$ cat src/rtl/nibble_add_pkg.sv
// Shared types and constants for the nibble-serial adder and its 4-bit slice.
package nibble_add_pkg;

  localparam int unsigned NIB_W = 4;

  typedef enum logic [1:0] {
    IDLE = 2'd0,
    RUN  = 2'd1,
    DONE = 2'd2
  } state_e;

  // Ceiling log2; returns 0 for n <= 1.
  function automatic int unsigned clog2(input int unsigned n);
    int unsigned r;
    int unsigned v;
    r = 0;
    v = 1;
    while (v < n) begin
      v = v << 1;
      r = r + 1;
    end
    return r;
  endfunction

  // Nibble counter width; never narrower than one bit.
  function automatic int unsigned cnt_width(input int unsigned nib);
    return (clog2(nib) < 1) ? 1 : clog2(nib);
  endfunction

endpackage

$ cat src/rtl/ripple_adder.sv
// Purely combinational 4-bit ripple-carry adder slice.
module ripple_adder
  import nibble_add_pkg::*;
(
  input  logic [NIB_W-1:0] a,
  input  logic [NIB_W-1:0] b,
  input  logic             ci,
  output logic [NIB_W-1:0] sum_c,
  output logic             co_c
);

  logic carry;

  // Ripple the carry through each bit position, LSB first.
  always_comb begin
    sum_c = '0;
    carry = ci;
    for (int i = 0; i < int'(NIB_W); i++) begin
      sum_c[i] = a[i] ^ b[i] ^ carry;
      carry    = (a[i] & b[i]) | (carry & (a[i] ^ b[i]));
    end
    co_c = carry;
  end

endmodule

$ cat src/rtl/nibble_serial_adder.sv
// WIDTH-bit adder that reuses one 4-bit slice for WIDTH/4 cycles per operation.
module nibble_serial_adder
  import nibble_add_pkg::*;
#(
  parameter int unsigned WIDTH = 16
) (
  input  logic             clk,
  input  logic             rst,
  input  logic             in_valid,
  output logic             in_ready,
  input  logic [WIDTH-1:0] A,
  input  logic [WIDTH-1:0] B,
  input  logic             ci,
  output logic             out_valid,
  input  logic             out_ready,
  output logic [WIDTH-1:0] SUM,
  output logic             co,
  output logic             busy
);

  localparam int unsigned NIB   = WIDTH / NIB_W;
  localparam int unsigned CNT_W = cnt_width(NIB);

  state_e             state_q, state_d;
  logic [WIDTH-1:0]   a_sh_q, a_sh_d;
  logic [WIDTH-1:0]   b_sh_q, b_sh_d;
  logic [WIDTH-1:0]   s_sh_q, s_sh_d;
  logic               c_r_q, c_r_d;
  logic [CNT_W-1:0]   cnt_q, cnt_d;
  logic               in_ready_q, in_ready_d;
  logic               out_valid_q, out_valid_d;
  logic               busy_q, busy_d;

  logic [NIB_W-1:0]   slice_sum_c;
  logic               slice_co_c;

  // Single shared slice: always fed from the low nibble of the operand shifters.
  ripple_adder U0 (
    .a     (a_sh_q[NIB_W-1:0]),
    .b     (b_sh_q[NIB_W-1:0]),
    .ci    (c_r_q),
    .sum_c (slice_sum_c),
    .co_c  (slice_co_c)
  );

  // Next-state, datapath and registered-output decode.
  always_comb begin
    state_d = state_q;
    a_sh_d  = a_sh_q;
    b_sh_d  = b_sh_q;
    s_sh_d  = s_sh_q;
    c_r_d   = c_r_q;
    cnt_d   = cnt_q;

    case (state_q)
      IDLE: begin
        if (in_valid && in_ready_q) begin
          a_sh_d  = A;
          b_sh_d  = B;
          c_r_d   = ci;
          cnt_d   = '0;
          state_d = RUN;
        end
      end
      RUN: begin
        a_sh_d = a_sh_q >> NIB_W;
        b_sh_d = b_sh_q >> NIB_W;
        // Completed nibbles enter at the MSB end so the LSB nibble lands at bit 0 last.
        s_sh_d = (s_sh_q >> NIB_W) | (WIDTH'(slice_sum_c) << (WIDTH - NIB_W));
        c_r_d  = slice_co_c;
        cnt_d  = cnt_q + CNT_W'(1);
        if (cnt_q == CNT_W'(NIB - 1)) begin
          state_d = DONE;
        end
      end
      DONE: begin
        if (out_ready) begin
          state_d = IDLE;
        end
      end
      default: begin
        state_d = IDLE;
      end
    endcase

    // Handshake flags are registered, so derive them from the state being entered.
    in_ready_d  = (state_d == IDLE);
    out_valid_d = (state_d == DONE);
    busy_d      = (state_d != IDLE);
  end

  // State, datapath and output registers with synchronous reset.
  always_ff @(posedge clk) begin
    if (rst) begin
      state_q     <= IDLE;
      a_sh_q      <= '0;
      b_sh_q      <= '0;
      s_sh_q      <= '0;
      c_r_q       <= 1'b0;
      cnt_q       <= '0;
      in_ready_q  <= 1'b1;
      out_valid_q <= 1'b0;
      busy_q      <= 1'b0;
    end else begin
      state_q     <= state_d;
      a_sh_q      <= a_sh_d;
      b_sh_q      <= b_sh_d;
      s_sh_q      <= s_sh_d;
      c_r_q       <= c_r_d;
      cnt_q       <= cnt_d;
      in_ready_q  <= in_ready_d;
      out_valid_q <= out_valid_d;
      busy_q      <= busy_d;
    end
  end

  assign in_ready  = in_ready_q;
  assign out_valid = out_valid_q;
  assign busy      = busy_q;
  assign SUM       = s_sh_q;
  assign co        = c_r_q;

endmodule

$ cat config.mk
export PLATFORM = sky130hd
export DESIGN_NAME = nibble_serial_adder
export DESIGN_NICKNAME = d
export VERILOG_FILES = /design/src/rtl/nibble_add_pkg.sv /design/src/rtl/ripple_adder.sv /design/src/rtl/nibble_serial_adder.sv
export SDC_FILE = /design/constraint.sdc
export NUM_CORES = 1
export LEC_CHECK = 0
export ABC_AREA = 1
export BUFFER_PORTS_ARGS = -buffer_cell sky130_fd_sc_hd__buf_2
export CAP_MARGIN = 10
export CORE_ASPECT_RATIO = 0.7
export CORE_MARGIN = 4
export CORE_UTILIZATION = 30
export DETAILED_ROUTE_END_ITERATION = 8
export SYNTH_ARGS = -nofsm -noshare
export SYNTH_HDL_FRONTEND = slang
export SYNTH_SLANG_ARGS = --single-unit
$ cat constraint.sdc
create_clock -name clk -period 2.4 [get_ports clk]
set_clock_uncertainty 0.05 [all_clocks]
set_input_delay 0.6 -clock clk [delete_from_list [all_inputs] [get_ports clk]]
set_output_delay 0.6 -clock clk [all_outputs]
set_load 0.01 [all_outputs]
==> summary.md <==
| Metric | Value |
|---|---|
| CTS Root Cell | clkbuf_16 |
| Clk_lat worst skew | 0.29 ns |
| Yosys warns | 0 |
| Min Tclk post-route | between 2 and 2.5 ns |
| Wire length per cell | 10.9 microns |
| CTS tree | done |
| Crit Path Max Fanout | 3 |
| Post-Syn Nets | around 430 |
| Hold slack | roughly 0.4 ns |
| Initial antenna violation count | 0 |
| Die area | around 10,000 sq um |
| Cell area after synthesis | approximately 2600 sq um |
| Top FF cell, synth | dfxtp_1 |
| Pwr Density | ~730 nW/um^2 |
| Yosys top cell area share | 0.429 |
| Final setup vio count | 0 |
| Worst-margin pin slew | between 0.3 and 0.4 ns |
| Critical path class | flop to flop |
| Crit path capture type | flop |
| Synth-to-layout area growth | 19.2% |
| GPL Wtd Cong | between 0.7 and 0.8 |
| Crit path from | co |
| Most used cell, CP | fa_1 |
| Setup TNS | 0 ns |
| Reg2reg setup slack | between 0.3 and 0.4 ns |
| Dpl hpwl | 4.36 mm |
| Iteration-0 DRC Markers | 162 |
| CTS Buf Count | 5 |
| Gr usage total | 0.124 |
| #FFs+latches synth | 56 |
| Post-synth ARST share | 0 |
| Global route overflow | 0 |
| Max-cap violations | 0 |
| Clock transition at the registers of the reported paths | 0.07 ns |
| Slew Viols, Final | 0 |
| Count leader, synth | nand2_1 |
| Maximum vdd ir drop | approximately 0.00026 V |
| Worst Path Buf+Inv | 3 |
| Unrepaired setup endpoints after global routing | no |
| Synth cell count leaders | nand2_1 (111), nor2_1 (78), dfxtp_1 (56), nand3_1 (44), inv_1 (34) |
| Number of enable flip-flop cells after synthesis | 0 |
| Die W | 120 microns |
| Post-CTS Hold Fix Bufs | 0 |
| Hold WC Path Type | flop to flop |
| Vias per cell | approximately 4.3 |
| Inst Count DP | between 500 and 600 |
| Post-CTS Repair Setup Buffers | 0 |
| I/O Pins | between 50 and 60 |
| Reg2reg end | SUM[15] |
| Final Cycle Share | 0.871 |
| Min-Delay Startpoint | cnt_q[0] |
| Critical path's top delay family | adder cells |
| Top post-synthesis cells by area | dfxtp_1 (43%), nand2_1 (16%), nor2_1 (11%) |
| CTS sink cnt | 56 |
| Total Wirelength | 6.09 mm |
| Sequential fraction of the synthesis area | 0.429 |
| Vias in the first global route | 2,242 |
| LEAKAGE | around 1.6 nW |
| ANT nets after route | 0 |
| Core ar. | ~8500 sq um |
| Cell depth of the worst hold path | 1 |
| Die Y | between 80 and 90 microns |
| Hold Path End | cnt_q[0] |
| Critical Path AT | around 2.3 ns |
| CTS H-tree lvls | 2 |
| Relative slew slack | 0.736 |
| Final #Nets | 479 |
| Pre-antenna DRT Iters | 4 |
| Largest net degree at the start of global routing | just over 50 |
| Post-CTS sizing | 0 |
| Distinct cells, synth | 17 |
| WP data required | approximately 2.6 ns |
| Crit start category | flop |
| Hold Vio Cnt, Final | 0 |
| Post-Layout Cell Count | around 560 |
| Synth area leader | dfxtp_1 |
| R2R Path Start | co |
| Layout cells sized above 1 | 0.174 |
| CP max-delay cell | fa_1 |
| First-pass GRT wire length | 10.3 mm |
| # rows | 28 |
| Cells along the critical path | fa_1, inv_1, fa_1, inv_1, fa_1, inv_1, fa_1, a21oi_1 |
| Outcome | finished, final reports clean |
| Fmax | between 400 and 500 MHz |
| Initial Util | 0.308 |
| Vias | between 2,000 and 2,500 |
| Max stage delay on crit path | around 0.43 ns |
| Mean post-synth cell area | 6.70 sq um |
| IO Port Bufs | 56 |
| Reg2reg path depth | 8 |
| Post-Syn Instances | 390 |
| Fin util | 0.367 |
| Clock Path Buffers | 2 |
| N_diodes | 0 |
| Residual DRC | 0 |
-- registers in the layout (all words and copies together), names as in the netlist --
register   cells
a_sh_q        16
state_q        2
in_ready       1
cnt_q          2
co             1
busy           1
b_sh_q        16
out_valid      1
SUM           16
-- cells in the final DEF (no fill, tap or decap), drive strengths merged --
cell type and count:
a21oi 12, dfxtp 56, nor2 80, nand3 45, inv 36, clkbuf 8, fa 4, ha 1
nand2 113, clkinv 2, o21ai 18, buf 63
-- where the power goes --
part / leakage (nW) / switching (mW) / internal [mW]
Clock: 0.0712 / 0.318 / 0.417
Sequential: 0.462 / 0.0586 / 1.03
Combinational: 1.06 / 0.282 / 0.179
Total: 1.59 / 0.659 / 1.62
-- how the worst max path moves through the flow --
stage | to | cells after the start
3_3_place_gp | SUM[15] | 8
2_1_floorplan | SUM[15] | 8
3_5_place_dp | SUM[15] | 8
4_1_cts | SUM[15] | 8
6_report | SUM[15] | 8
5_1_grt | SUM[15] | 8
-- area by class of cell --
type                       count  area, sq um
inverter                      38          143
clock buffer                   8          146
timing repair buffer          63          345
multi-input combinational    273         1210
sequential                    56         1120
tap                          120          150
fill                         939         5370
-- routing by layer --
layer,global-route usage,routed length (microns),share of wire
met1,0.167,3120,0.51
met2,0.189,2510,0.41
met3,0.0382,377,0.062
met4,0.0426,89,0.015
met5,0,0,0
-- per-stage QoR --
stage | area [sq um] | setup slack [ns] | total power [mW]
5_1_grt | 3110 | 0.208 | 2.44
4_1_cts | 3110 | 0.299 | 2.32
3_3_place_gp | 2970 | 0.353 | 1.57
6_report | 3110 | 0.309 | 2.28
3_5_place_dp | 2970 | 0.339 | 1.58
2_1_floorplan | 2610 | 0.359 | 1.44
-- logic make-up (layout without fill, tap and decap cells) --
logic type | Yosys count | after routing | share of synthesized area
fa+ha+maj | 5 | 5 | 0.0355
buf+inv | 61 | 109 | 0.108
flops | 56 | 56 | 0.429
simple gates | 238 | 238 | 0.369
compound gates | 30 | 30 | 0.0575
No activity file was read; power rests on OpenSTA's default activity.
